**src/rtl/decrypt_pkg.sv**
```systemverilog
// decrypt_pkg: shared constants, S-box table, subkey schedule and FSM
// encoding for the 64-bit / 256-bit-key / 32-round Feistel decryptor.
package decrypt_pkg;

  localparam int NUM_ROUNDS = 32;
  localparam int BLOCK_W    = 64;
  localparam int KEY_W      = 256;

  // Each row lists the outputs for inputs 0..F, left (MSB) to right.
  localparam logic [63:0] SBOX [8] = '{
    64'hFC2A645079ED1B83,
    64'hB634CFE27D805A91,
    64'h1CB0FE65AD489372,
    64'h15ECA70D62B493F8,
    64'h0C89D2AB76354EF1,
    64'h80F325EB1A47C9D6,
    64'h306F1E92D8C4BA57,
    64'h1A68FB04C3597D2E
  };

  typedef enum logic [1:0] {ST_IDLE, ST_RUN, ST_DONE} state_e;

  // Entry v sits at nibble (15-v) counted from the LSB; 15-v == ~v.
  function automatic logic [3:0] sbox_lu(input logic [2:0] i, input logic [3:0] v);
    logic [63:0] row;
    row = SBOX[i];
    return row[{~v, 2'b00} +: 4];
  endfunction

  // 0-based subkey index for round counter c: K1..K8 forward for the
  // first 8 rounds, then K8..K1 for the remaining 24.
  function automatic logic [2:0] subkey_idx(input logic [4:0] c);
    return (c < 5'd8) ? c[2:0] : (3'd7 - c[2:0]);
  endfunction

endpackage

```
**src/rtl/decrypt_iter_feistel_f.sv**
```systemverilog
// feistel_f: combinational Feistel round function.
//   x_i : 32-bit half block
//   k_i : 32-bit subkey
//   f_o : S-box substitution of x_i^k_i, logically shifted left by 11
module feistel_f
  import decrypt_pkg::*;
(
  input  logic [31:0] x_i,
  input  logic [31:0] k_i,
  output logic [31:0] f_o
);

  logic [31:0] t;
  logic [31:0] s;
  logic        unused_s_hi;

  assign t = x_i ^ k_i;

  // Nibble i counted from the MSB goes through S-box i.
  for (genvar i = 0; i < 8; i++) begin : g_sbox
    assign s[31-4*i -: 4] = sbox_lu(3'(i), t[31-4*i -: 4]);
  end

  // Plain shift, not a rotate: the top 11 bits are discarded.
  assign f_o         = {s[20:0], 11'b0};
  assign unused_s_hi = ^s[31:21];

endmodule

```
**src/rtl/decrypt_iter.sv**
```systemverilog
// decrypt_iter: iterative 64-bit Feistel block decryptor, one round per clock.
//   clk, rst_n            : clock, async active-low reset
//   in_valid / in_ready   : ciphertext+key input handshake (accepted in IDLE)
//   ciphertext [64:1]     : encrypted block
//   key [256:1]           : 256-bit key (key[256] unused)
//   out_valid / out_ready : result handshake
//   message [64:1]        : recovered plaintext, held until next result
module decrypt_iter
  import decrypt_pkg::*;
(
  input  logic             clk,
  input  logic             rst_n,
  input  logic             in_valid,
  output logic             in_ready,
  input  logic [BLOCK_W:1] ciphertext,
  input  logic [KEY_W:1]   key,
  output logic             out_valid,
  input  logic             out_ready,
  output logic [BLOCK_W:1] message
);

  state_e            state_q, state_d;
  logic [4:0]        cnt_q, cnt_d;
  logic [31:0]       p_q, p_d, q_q, q_d;
  logic [7:0][31:0]  sk_q, sk_d;   // sk_q[0] = K1 ... sk_q[7] = K8
  logic [BLOCK_W:1]  msg_q, msg_d;
  logic [31:0]       f_val;
  logic              unused_key_msb;

  assign unused_key_msb = key[KEY_W];

  feistel_f u_f (
    .x_i (p_q),
    .k_i (sk_q[subkey_idx(cnt_q)]),
    .f_o (f_val)
  );

  always_comb begin
    state_d = state_q;
    cnt_d   = cnt_q;
    p_d     = p_q;
    q_d     = q_q;
    sk_d    = sk_q;
    msg_d   = msg_q;
    case (state_q)
      ST_IDLE: begin
        if (in_valid) begin
          p_d     = ciphertext[64:33];
          q_d     = ciphertext[32:1];
          // K7 and K8 share key bit 32.
          sk_d[0] = key[255:224];
          sk_d[1] = key[223:192];
          sk_d[2] = key[191:160];
          sk_d[3] = key[159:128];
          sk_d[4] = key[127:96];
          sk_d[5] = key[95:64];
          sk_d[6] = key[63:32];
          sk_d[7] = key[32:1];
          cnt_d   = 5'd0;
          state_d = ST_RUN;
        end
      end
      ST_RUN: begin
        p_d   = q_q ^ f_val;
        q_d   = p_q;
        cnt_d = cnt_q + 5'd1;   // wraps to 0 after the last round
        if (cnt_q == 5'(NUM_ROUNDS - 1)) begin
          msg_d   = {p_q, q_q ^ f_val};   // {Q', P'}
          state_d = ST_DONE;
        end
      end
      ST_DONE: begin
        if (out_ready) state_d = ST_IDLE;
      end
      default: state_d = ST_IDLE;
    endcase
  end

  always_ff @(posedge clk or negedge rst_n) begin
    if (!rst_n) begin
      state_q <= ST_IDLE;
      cnt_q   <= '0;
      p_q     <= '0;
      q_q     <= '0;
      sk_q    <= '0;
      msg_q   <= '0;
    end else begin
      state_q <= state_d;
      cnt_q   <= cnt_d;
      p_q     <= p_d;
      q_q     <= q_d;
      sk_q    <= sk_d;
      msg_q   <= msg_d;
    end
  end

  assign in_ready  = (state_q == ST_IDLE);
  assign out_valid = (state_q == ST_DONE);
  assign message   = msg_q;

endmodule

```
**config.mk**
```make
export PLATFORM = sky130hd
export DESIGN_NAME = decrypt_iter
export DESIGN_NICKNAME = d
export VERILOG_FILES = /design/src/rtl/decrypt_pkg.sv /design/src/rtl/decrypt_iter_feistel_f.sv /design/src/rtl/decrypt_iter.sv
export SDC_FILE = /design/constraint.sdc
export NUM_CORES = 1
export LEC_CHECK = 0
export CAP_MARGIN = 40
export CELL_PAD_IN_SITES_DETAIL_PLACEMENT = 0
export CELL_PAD_IN_SITES_GLOBAL_PLACEMENT = 1
export CORE_UTILIZATION = 42
export DETAILED_ROUTE_END_ITERATION = 6
export GPL_TIMING_DRIVEN = 0
export PLACE_DENSITY = 0.92
export SLEW_MARGIN = 10
export SYNTH_ARGS = -nofsm -noshare
export SYNTH_HDL_FRONTEND = slang
export SYNTH_SLANG_ARGS = --single-unit
```
**constraint.sdc**
```tcl
create_clock -name clk -period 7.45 [get_ports clk]
set_input_delay 1.49 -clock clk [delete_from_list [all_inputs] [get_ports clk]]
set_output_delay 1.49 -clock clk [all_outputs]
set_load 0.01 [all_outputs]
```
==> results of run 1 <==
## routing by layer
metal  global-route usage, %  vias up  part of all wire (%)  wire (um)
met5                       0        -                     0          0
met4                    11.6        0                   3.8       2270
met3                    6.84      141                   9.6       5670
met2                    46.0      808                    47      27900
met1                    38.0     7250                    40      23500
li1                        -     6438                     -          -
## Yosys cell counts, drive strengths merged (3+ instances only)
| library cell | number |
|---|---|
| buf | 35 |
| inv | 23 |
| nand3b | 4 |
| or3 | 3 |
| and3 | 5 |
| o221ai | 6 |
| xnor2 | 30 |
| nor2 | 18 |
| nand3 | 7 |
| nor2b | 3 |
| dfrtp | 327 |
| o31ai | 3 |
| clkbuf | 70 |
| o21ai | 52 |
| nand2 | 710 |
| a221oi | 6 |
| a21oi | 12 |
| mux2i | 50 |
| a22oi | 76 |
| mux4 | 91 |
| ha | 25 |
| nor3 | 4 |
| mux2 | 45 |
| a22o | 5 |
| xor2 | 21 |
| and2 | 4 |
| o22ai | 10 |
| nand2b | 6 |
## how the worst min path moves through the flow
| stage | cells after the start | slack (ns) | endpoint | from |
|---|---|---|---|---|
| final | 2 | 0.48 | sk_q[76] | sk_q[76] |
| after global routing | 2 | 0.50 | sk_q[236] | sk_q[236] |
| after CTS | 2 | 0.47 | sk_q[76] | sk_q[76] |
| after detailed placement | 2 | 0.46 | sk_q[76] | sk_q[76] |
| after global placement | 2 | 0.46 | sk_q[204] | sk_q[204] |
| after floorplan | 2 | 0.44 | sk_q[204] | sk_q[204] |
## cell type report
class	count	area, um^2
Timing Repair Buffer	328	3340
Clock inverter	15	250
Multi-Input combinational cell	1215	8300
Fill cell	3514	17500
Sequential cell	327	8180
Buffer	105	559
Tap cell	525	657
Clock buffer	53	1120
Inverter	24	90.1
## critical path, delay by kind of cell (launching register included)
kind	cells	cell delay, ns
buffers and inverters	5	1.08
flip-flops	1	0.46
AND/OR/NAND/NOR	2	0.70
XOR/XNOR	3	0.71
adder cells (fa/ha/maj)	1	0.23
AO/OA/AOI/OAI	1	0.11
multiplexers	3	1.19
## metrics by stage
step	TNS (ns)	worst slack, ns	power, mW	std cells
after floorplan	0	3.97	8.33	1671
after global placement	-2973.40	-9.14	10.3	2521
after detailed placement	0	2.86	10.6	2524
after CTS	0	2.84	12.7	2592
after global routing	0	2.43	13.5	2592
final	0	2.77	12.7	2592
## registers in the layout, indices dropped and copies added (netlist names)
register,flops
cnt_q,5
message,64
p_q,32
q_q,32
sk_q,192
state_q,2
## cells by family after synthesis
family | count (synthesis) | synth area share (%)
fa+ha+maj | 25 | 1.83
mux | 186 | 18.1
simple gates | 770 | 17.6
buf+inv | 129 | 3.79
flops | 327 | 47.8
xor+xnor | 51 | 3.35
compound gates | 183 | 7.59
## placed cells by master, fill, tap and decap left out, drive strengths merged, types with 3 or more instances in the layout
cell           count
clkinv             9
a21oi             12
bufinv             7
nand3              7
mux2              45
a221oi             6
o221ai             6
inv               23
o21ai             52
and2               4
or3                3
ha                25
nand2b             6
xnor2             30
and3               5
nor3               4
nand3b             4
mux2i             50
nand2            710
clkdlybuf4s50    324
a22oi             76
buf               39
a22o               5
nor2              18
mux4              91
o22ai             10
nor2b              3
clkbuf           123
xor2              21
o31ai              3
dfrtp            327
## power groups by stage
stage               clock network (mW)  registers, mW  logic [mW]
detailed placement                   0           3.36        7.26
global placement                     0           3.31        6.96
global route                      2.14           3.45        7.95
floorplan                            0           3.13        5.19
finish                            2.05           3.37        7.30
CTS                               2.07           3.34        7.29
==> flow_summary.json, run 1 <==
{
  "dp_hpwl_um": 44400,
  "avgRoutedWirePerCell_um": 22.9,
  "fp.dieH_um": 204,
  "synth_ff_type": "dfrtp_1",
  "p_seq_share_pct": 26.5,
  "ctsResizeCount": 0,
  "drt_iter0_drc": 1359,
  "area_growth_pct": 31.3,
  "path_max_fanout": 10,
  "r2r_start": "cnt_q[3]",
  "clock_sinks": 327,
  "cpMostUsedCell": "xnor2_1",
  "synth_edf_count": 0,
  "ys_ff_latch": 327,
  "yosysWarnings": 0,
  "reg2reg_to": "p_q[24]",
  "arrival_ns": 5.05,
  "first_global_vias": 14835,
  "worst_slew_pin_slew_ns": 0.931,
  "cts_tree": "yes",
  "crit_type": "reg -> reg",
  "vdd_ir_drop_max_mv": 0.241,
  "fin_skew_ns": 0.0257,
  "dieArea_mm2": 0.0416,
  "combPwrFrac_pct": 57.4,
  "totalWireLength_um": 59300,
  "cp-end-kind": "flop",
  "synth_nets": 2020,
  "cts-buffers-inserted": 38,
  "cp.required_ns": 7.82,
  "pwr-share-clk_pct": 16.1,
  "max-slew-margin-rel_pct": 37.9,
  "drt-pass1-iter-count": 5,
  "seq_area_frac_synth_pct": 47.8,
  "rsz0062_at_grt": "no",
  "grt_pass1_wl_um": 89700,
  "fin_crit_sh_pct": 62.8,
  "cts_root_buf": "clkbuf_16",
  "yosysTopAreaCell": "dfrtp_1",
  "async_flop_share_pct": 100,
  "hold_slack_ns": 0.475,
  "maxCapViolCount": 0,
  "ant_nets": 0,
  "syn_inst": 1671,
  "clk_latency_ns": 0.54,
  "cts_max_level": 2,
  "final_area_mm2": 0.0225,
  "syn-mean-instance-area_um2": 10.3,
  "n_antenna_cell": 0,
  "r2r_slack_ns": 2.77,
  "endpoint": "p_q[24]",
  "syn_area_mm2": 0.0171,
  "drive_gt1_share_pct": 12.2,
  "grt_use_total_pct": 28.9,
  "post-route-util_pct": 56.3,
  "viasPerCell": 5.65,
  "drc_errors": 0,
  "clk_pin_slew_worst_paths_ns": 0.06,
  "cp-startpoint": "cnt_q[3]",
  "die_w_um": 204,
  "min_period_ns": 4.68,
  "hold_viol_final": 0,
  "row_count": 73,
  "postCtsHoldBufs": 0,
  "gr-total-overflow": 0,
  "start_util_pct": 42.8,
  "setup_viol": 0,
  "coreArea_mm2": 0.0400,
  "slowest_delay_ns": 0.57,
  "cp_cell_sequence": "nor2_4, buf_8, buf_6, buf_8, buf_4, xnor2_1, mux4_2, mux2i_1, xnor2_1, inv_1, ha_1, or2b_1, mux2i_1, xnor2_1, o21ai_0",
  "place_area_mm2": 0.0211,
  "slew_viol_final": 0,
  "cp-start-kind": "flop",
  "port_buffers": 325,
  "reg2reg_depth": 15,
  "min_path_type": "reg -> reg",
  "clock_path_buffers": 3,
  "pin_count": 390,
  "fin_nets": 2388,
  "p_switching_mw": 5.51,
  "antenna_found_initial": 0,
  "p_leak_nw": 10.5,
  "critPathSlowestCell": "mux4_2",
  "max_clock_freq_mhz": 214,
  "cts_setup_buffers": 0,
  "grt_max_degree": 109,
  "synthDistinctLibCells": 65,
  "gp_congestion": 0.898,
  "yosys.area.top_type_share_pct": 47.8,
  "pwr_density_cell_mw_per_mm2": 565,
  "p_int_mw": 7.21,
  "power_switching_share_pct": 43.3,
  "via_count": 14637,
  "status": "finished, final reports clean",
  "ys_top_cells_by_area": "dfrtp_1 48%, nand2_1 16%, mux4_2 11%"
}
(Power assumes the default switching activity.)
==> inputs of run 2 (changes only) <==
Settings changed: CORE_UTILIZATION 42 to 35, PLACE_DENSITY 0.92 to 0.82.
Clock period 7.45 ns to 4.2 ns, I/O delays scaled along.
==> flow_summary.json, run 2 (synthesis results as in run 1) <==
{
  "max-slew-margin-rel_pct": 35.0,
  "final_cell_mix": "710 x nand2_1, 327 x dfrtp_1, 324 x clkdlybuf4s50_1",
  "p_leak_nw": 10.5,
  "via_count": 14458,
  "post-route-util_pct": 47.3,
  "min_period_ns": 4.01,
  "clk_latency_ns": 0.56,
  "drc_errors": 0,
  "max_clock_freq_mhz": 249,
  "cpMostUsedCell": "buf_6",
  "grt_max_degree": 109,
  "fp.dieH_um": 223,
  "area_growth_pct": 32.6,
  "pin_count": 390,
  "cp-start-kind": "flop",
  "avgRoutedWirePerCell_um": 23.1,
  "port_buffers": 325,
  "antenna_found_initial": 0,
  "drive_gt1_share_pct": 12.9,
  "setup_viol": 0,
  "totalWireLength_um": 62200,
  "dpl.cell_count": 2617,
  "ant_nets": 0,
  "hold_viol_final": 0,
  "fin_crit_sh_pct": 95.5,
  "wl_met3_um": 4530,
  "cp.required_ns": 4.60,
  "gp_congestion": 0.875,
  "path_delay_family": "buffers and inverters",
  "wl_met1_um": 26000,
  "final_common_cell": "nand2_1",
  "routed.top_layer": "met4",
  "slew_viol_final": 0,
  "clk_pin_slew_worst_paths_ns": 0.06,
  "viasPerCell": 5.38,
  "die_w_um": 223,
  "critPathSlowestCell": "mux4_2",
  "worst_slew_pin_slew_ns": 0.976,
  "row_count": 80,
  "arrival_ns": 4.41,
  "rsz0062_at_grt": "no",
  "start_util_pct": 35.7,
  "dp_hpwl_um": 47200,
  "r2r_start": "cnt_q[0]",
  "dieArea_mm2": 0.0498,
  "drt-pass1-iter-count": 5,
  "status": "finished, final reports clean",
  "clock_path_buffers": 3,
  "cts_tree": "yes",
  "wl_met2_um": 29800,
  "drt_iter0_drc": 1344,
  "reg2reg_depth": 15,
  "pwr_density_cell_mw_per_mm2": 1000,
  "first_global_vias": 14618,
  "cts-buffers-inserted": 39,
  "n_antenna_cell": 0,
  "path_max_fanout": 10,
  "grt_pass1_wl_um": 92200,
  "finalNonFillerCells": 2688,
  "nFillCells": 4435,
  "coreArea_mm2": 0.0480,
  "cts_max_level": 2,
  "cts_root_buf": "clkbuf_16",
  "reg2reg_to": "p_q[24]",
  "vdd_ir_drop_max_mv": 0.407,
  "min_path_type": "in -> async",
  "clock_sinks": 327,
  "largest_reg_flops": 192,
  "slowest_delay_ns": 0.62,
  "crit_buf_inv": 6,
  "maxCapViolCount": 0,
  "fin_skew_ns": 0.0273,
  "cp_cell_sequence": "buf_6, buf_6, buf_6, buf_4, buf_4, xnor2_2, mux4_2, mux2i_4, xnor2_2, inv_1, ha_1, or2b_1, mux2i_1, xnor2_1, o21ai_0",
  "crit_type": "reg -> reg",
  "regMostFlops": "sk_q",
  "r2r_slack_ns": 0.19,
  "cp-end-kind": "flop",
  "grt_use_total_pct": 24.9,
  "fin_nets": 2394,
  "hold_slack_ns": 0.0995,
  "gr-total-overflow": 0
}
-- run 2: cell types whose count changed in the layout (fill, tap and decap cells not counted), sizes merged --
cell,before,now
buf,39,44
bufinv,7,4
clkbuf,123,126
clkinv,9,7
clkinvlp,0,2
inv,23,24
-- run 2: worst max path at each step --
stage | depth (start not counted) | start | slack, ns | to
after global routing | 15 | cnt_q[4] | 0.04 | p_q[13]
after floorplan | 15 | cnt_q[3] | 0.72 | message[27]
after detailed placement | 15 | cnt_q[3] | -0.40 | p_q[24]
after CTS | 15 | cnt_q[0] | 0.03 | p_q[24]
after global placement | 1 | rst_n | -12.06 | sk_q[130]
final | 15 | cnt_q[0] | 0.19 | p_q[24]
-- run 2: final cells by class --
class,count,area [um^2],area share [%]
Inverter,24,90.1,0.397
Buffer,105,559,2.46
Multi-Input combinational cell,1215,8380,36.9
Clock inverter,13,174,0.766
Clock buffer,56,1160,5.12
Tap cell,615,769,3.39
Timing Repair Buffer,333,3390,14.9
Sequential cell,327,8180,36.0
-- run 2: where the power goes --
part | leakage, nW | switching, mW | internal [mW]
sequential | 4.12 | 1.37 | 4.65
clock | 0.656 | 1.38 | 2.17
combinational | 5.75 | 7.17 | 5.99
-- run 2: metal layers --
metal / track usage, % / up-vias
met5: 0 / -
met3: 4.62 / 107
met2: 41.1 / 693
met1: 32.9 / 7221
met4: 8.73 / 0
li1: - / 6437
-- run 2: repair_timing --
action,CTS,global route
resized for setup,3,8
pin swaps,1,1
gates cloned,0,0
setup endpoints to repair,12,20
hold endpoints to repair,0,0
buffers inserted,1,1
hold buffers,0,0
-- run 2: stage by stage --
| step | setup slack [ns] | area, um^2 | TNS (ns) | total power [mW] |
|---|---|---|---|---|
| after floorplan | 0.719 | 17100 | 0 | 14.8 |
| after global placement | -12.06 | 21200 | -3928.91 | 18.4 |
| after detailed placement | -0.398 | 21300 | -2.96 | 19.0 |
| after CTS | 0.0327 | 22600 | 0 | 22.6 |
| after global routing | 0.0421 | 22700 | 0 | 24.2 |
| final | 0.191 | 22700 | 0 | 22.7 |
==> inputs of run 3 (changes only) <==
Settings changed: CORE_ASPECT_RATIO from default to 1.1.
==> flow_summary.json, run 3 (synthesis results as in run 1) <==
{
  "cts_root_buf": "clkbuf_16",
  "via_count": 14575,
  "n_antenna_cell": 0,
  "start_util_pct": 35.7,
  "cp-start-kind": "flop",
  "fp.dieH_um": 234,
  "cts_tree": "yes",
  "setup_viol": 0,
  "r2r_slack_ns": 0.17,
  "fin_skew_ns": 0.0137,
  "grt_use_total_pct": 25.3,
  "nFillCells": 4456,
  "final_cell_mix": "710 x nand2_1, 327 x dfrtp_1, 324 x clkdlybuf4s50_1",
  "ant_nets": 0,
  "reg2reg_depth": 13,
  "die_w_um": 213,
  "row_count": 84,
  "gp_congestion": 0.903,
  "cp-end-kind": "flop",
  "fin_crit_sh_pct": 96.0,
  "seq_area_mm2": 0.00818,
  "area_growth_pct": 32.5,
  "vdd_ir_drop_max_mv": 0.425,
  "crit_type": "reg -> reg",
  "place_area_mm2": 0.0213,
  "gr-total-overflow": 0,
  "cts-buffers-inserted": 40,
  "clk_latency_ns": 0.56,
  "first_global_vias": 14755,
  "place_ws_ns": -0.241,
  "clock_sinks": 327,
  "hold_slack_ns": 0.0906,
  "slew_viol_final": 0,
  "pin_count": 390,
  "drt_iter0_drc": 1573,
  "drc_errors": 0,
  "multi_input_area_mm2": 0.00838,
  "clk_pin_slew_worst_paths_ns": 0.06,
  "max-slew-margin-rel_pct": 39.4,
  "status": "finished, final reports clean",
  "drive_gt1_share_pct": 12.6,
  "final_area_mm2": 0.0227,
  "grt_max_degree": 109,
  "drt-pass1-iter-count": 5,
  "regMostFlops": "sk_q",
  "dieArea_mm2": 0.0498,
  "final_common_cell": "nand2_1",
  "port_buffers": 325,
  "finalWorstSetupSlack_ns": 0.169,
  "cp.required_ns": 4.61,
  "largest_reg_flops": 192,
  "arrival_ns": 4.44,
  "r2r_start": "cnt_q[0]",
  "maxCapViolCount": 0,
  "avgRoutedWirePerCell_um": 23.1,
  "path_max_fanout": 10,
  "viasPerCell": 5.36,
  "antenna_found_initial": 0,
  "fin_nets": 2394,
  "max_clock_freq_mhz": 248,
  "grt_pass1_wl_um": 92200,
  "totalWireLength_um": 62700,
  "pwr_density_cell_mw_per_mm2": 998,
  "min_path_type": "in -> async",
  "reg2reg_to": "p_q[18]",
  "min_period_ns": 4.03,
  "worst_slew_pin_slew_ns": 0.909,
  "coreArea_mm2": 0.0480,
  "hold_viol_final": 0,
  "dp_hpwl_um": 47000,
  "clock_path_buffers": 3,
  "p_leak_nw": 10.5,
  "cts_max_level": 2
}
-- run 3: layout make-up --
| class | instances | area share, % |
|---|---|---|
| inverter | 24 | 0.397 |
| buffer | 105 | 2.48 |
| clock buffer | 56 | 5.07 |
| clock inverter | 13 | 0.738 |
| timing repair buffer | 332 | 14.8 |
| tap | 645 | 3.55 |
| sequential | 327 | 36.0 |
| multi-input combinational | 1215 | 36.9 |
-- run 3: worst max-delay path by stage --
stage                   from           to  slack, ns  depth (start not counted)
floorplan           cnt_q[3]  message[27]       0.72                         15
global route        cnt_q[0]  message[16]     -0.008                         13
detailed placement  cnt_q[3]  message[25]      -0.24                         15
finish              cnt_q[0]      p_q[18]       0.17                         13
global placement       rst_n    sk_q[133]     -12.07                          1
CTS                 cnt_q[0]  message[25]       0.04                         15
-- run 3: repair_timing --
item	CTS	global route
setup endpoints to repair	12	14
resized for setup	2	8
hold endpoints to repair	0	0
setup buffers	3	1
hold buffers	0	0
pin swaps	1	1
-- run 3: metrics by stage --
stage	total power, mW	util [%]	TNS (ns)	std cells
floorplan	14.8	-	0	1671
global placement	18.4	44.1	-3932.99	2641
detailed placement	18.9	44.3	-1.75	2644
finish	22.7	47.3	0	2717
global route	24.1	47.3	-0.00832	2717
CTS	22.5	47.1	0	2716
-- run 3: where the power goes --
| group | leakage (nW) | switching [mW] | internal, mW | total, mW |
|---|---|---|---|---|
| combinational | 5.73 | 7.22 | 5.97 | 13.2 |
| clock | 0.653 | 1.39 | 2.15 | 3.54 |
| sequential | 4.12 | 1.29 | 4.65 | 5.94 |
-- run 3: critical path, cell delays in order, from the launching register on --
cell and delay (ns):
dfrtp_1 0.38, buf_6 0.15, buf_6 0.20, buf_6 0.26, buf_6 0.23, buf_6 0.25
mux4_2 0.38, a221oi_4 0.45, xor2_4 0.26, inv_1 0.14, ha_1 0.32, mux4_2 0.54
xnor2_1 0.23, o21ai_1 0.08
-- run 3: layer usage --
layer	vias to the layer above	GRT usage, %	share of wire [%]
met4	0	9.29	3.6
met1	7290	33.0	40
met3	124	4.69	7.8
met5	-	0	0
met2	722	42.0	48
li1	6439	-	-
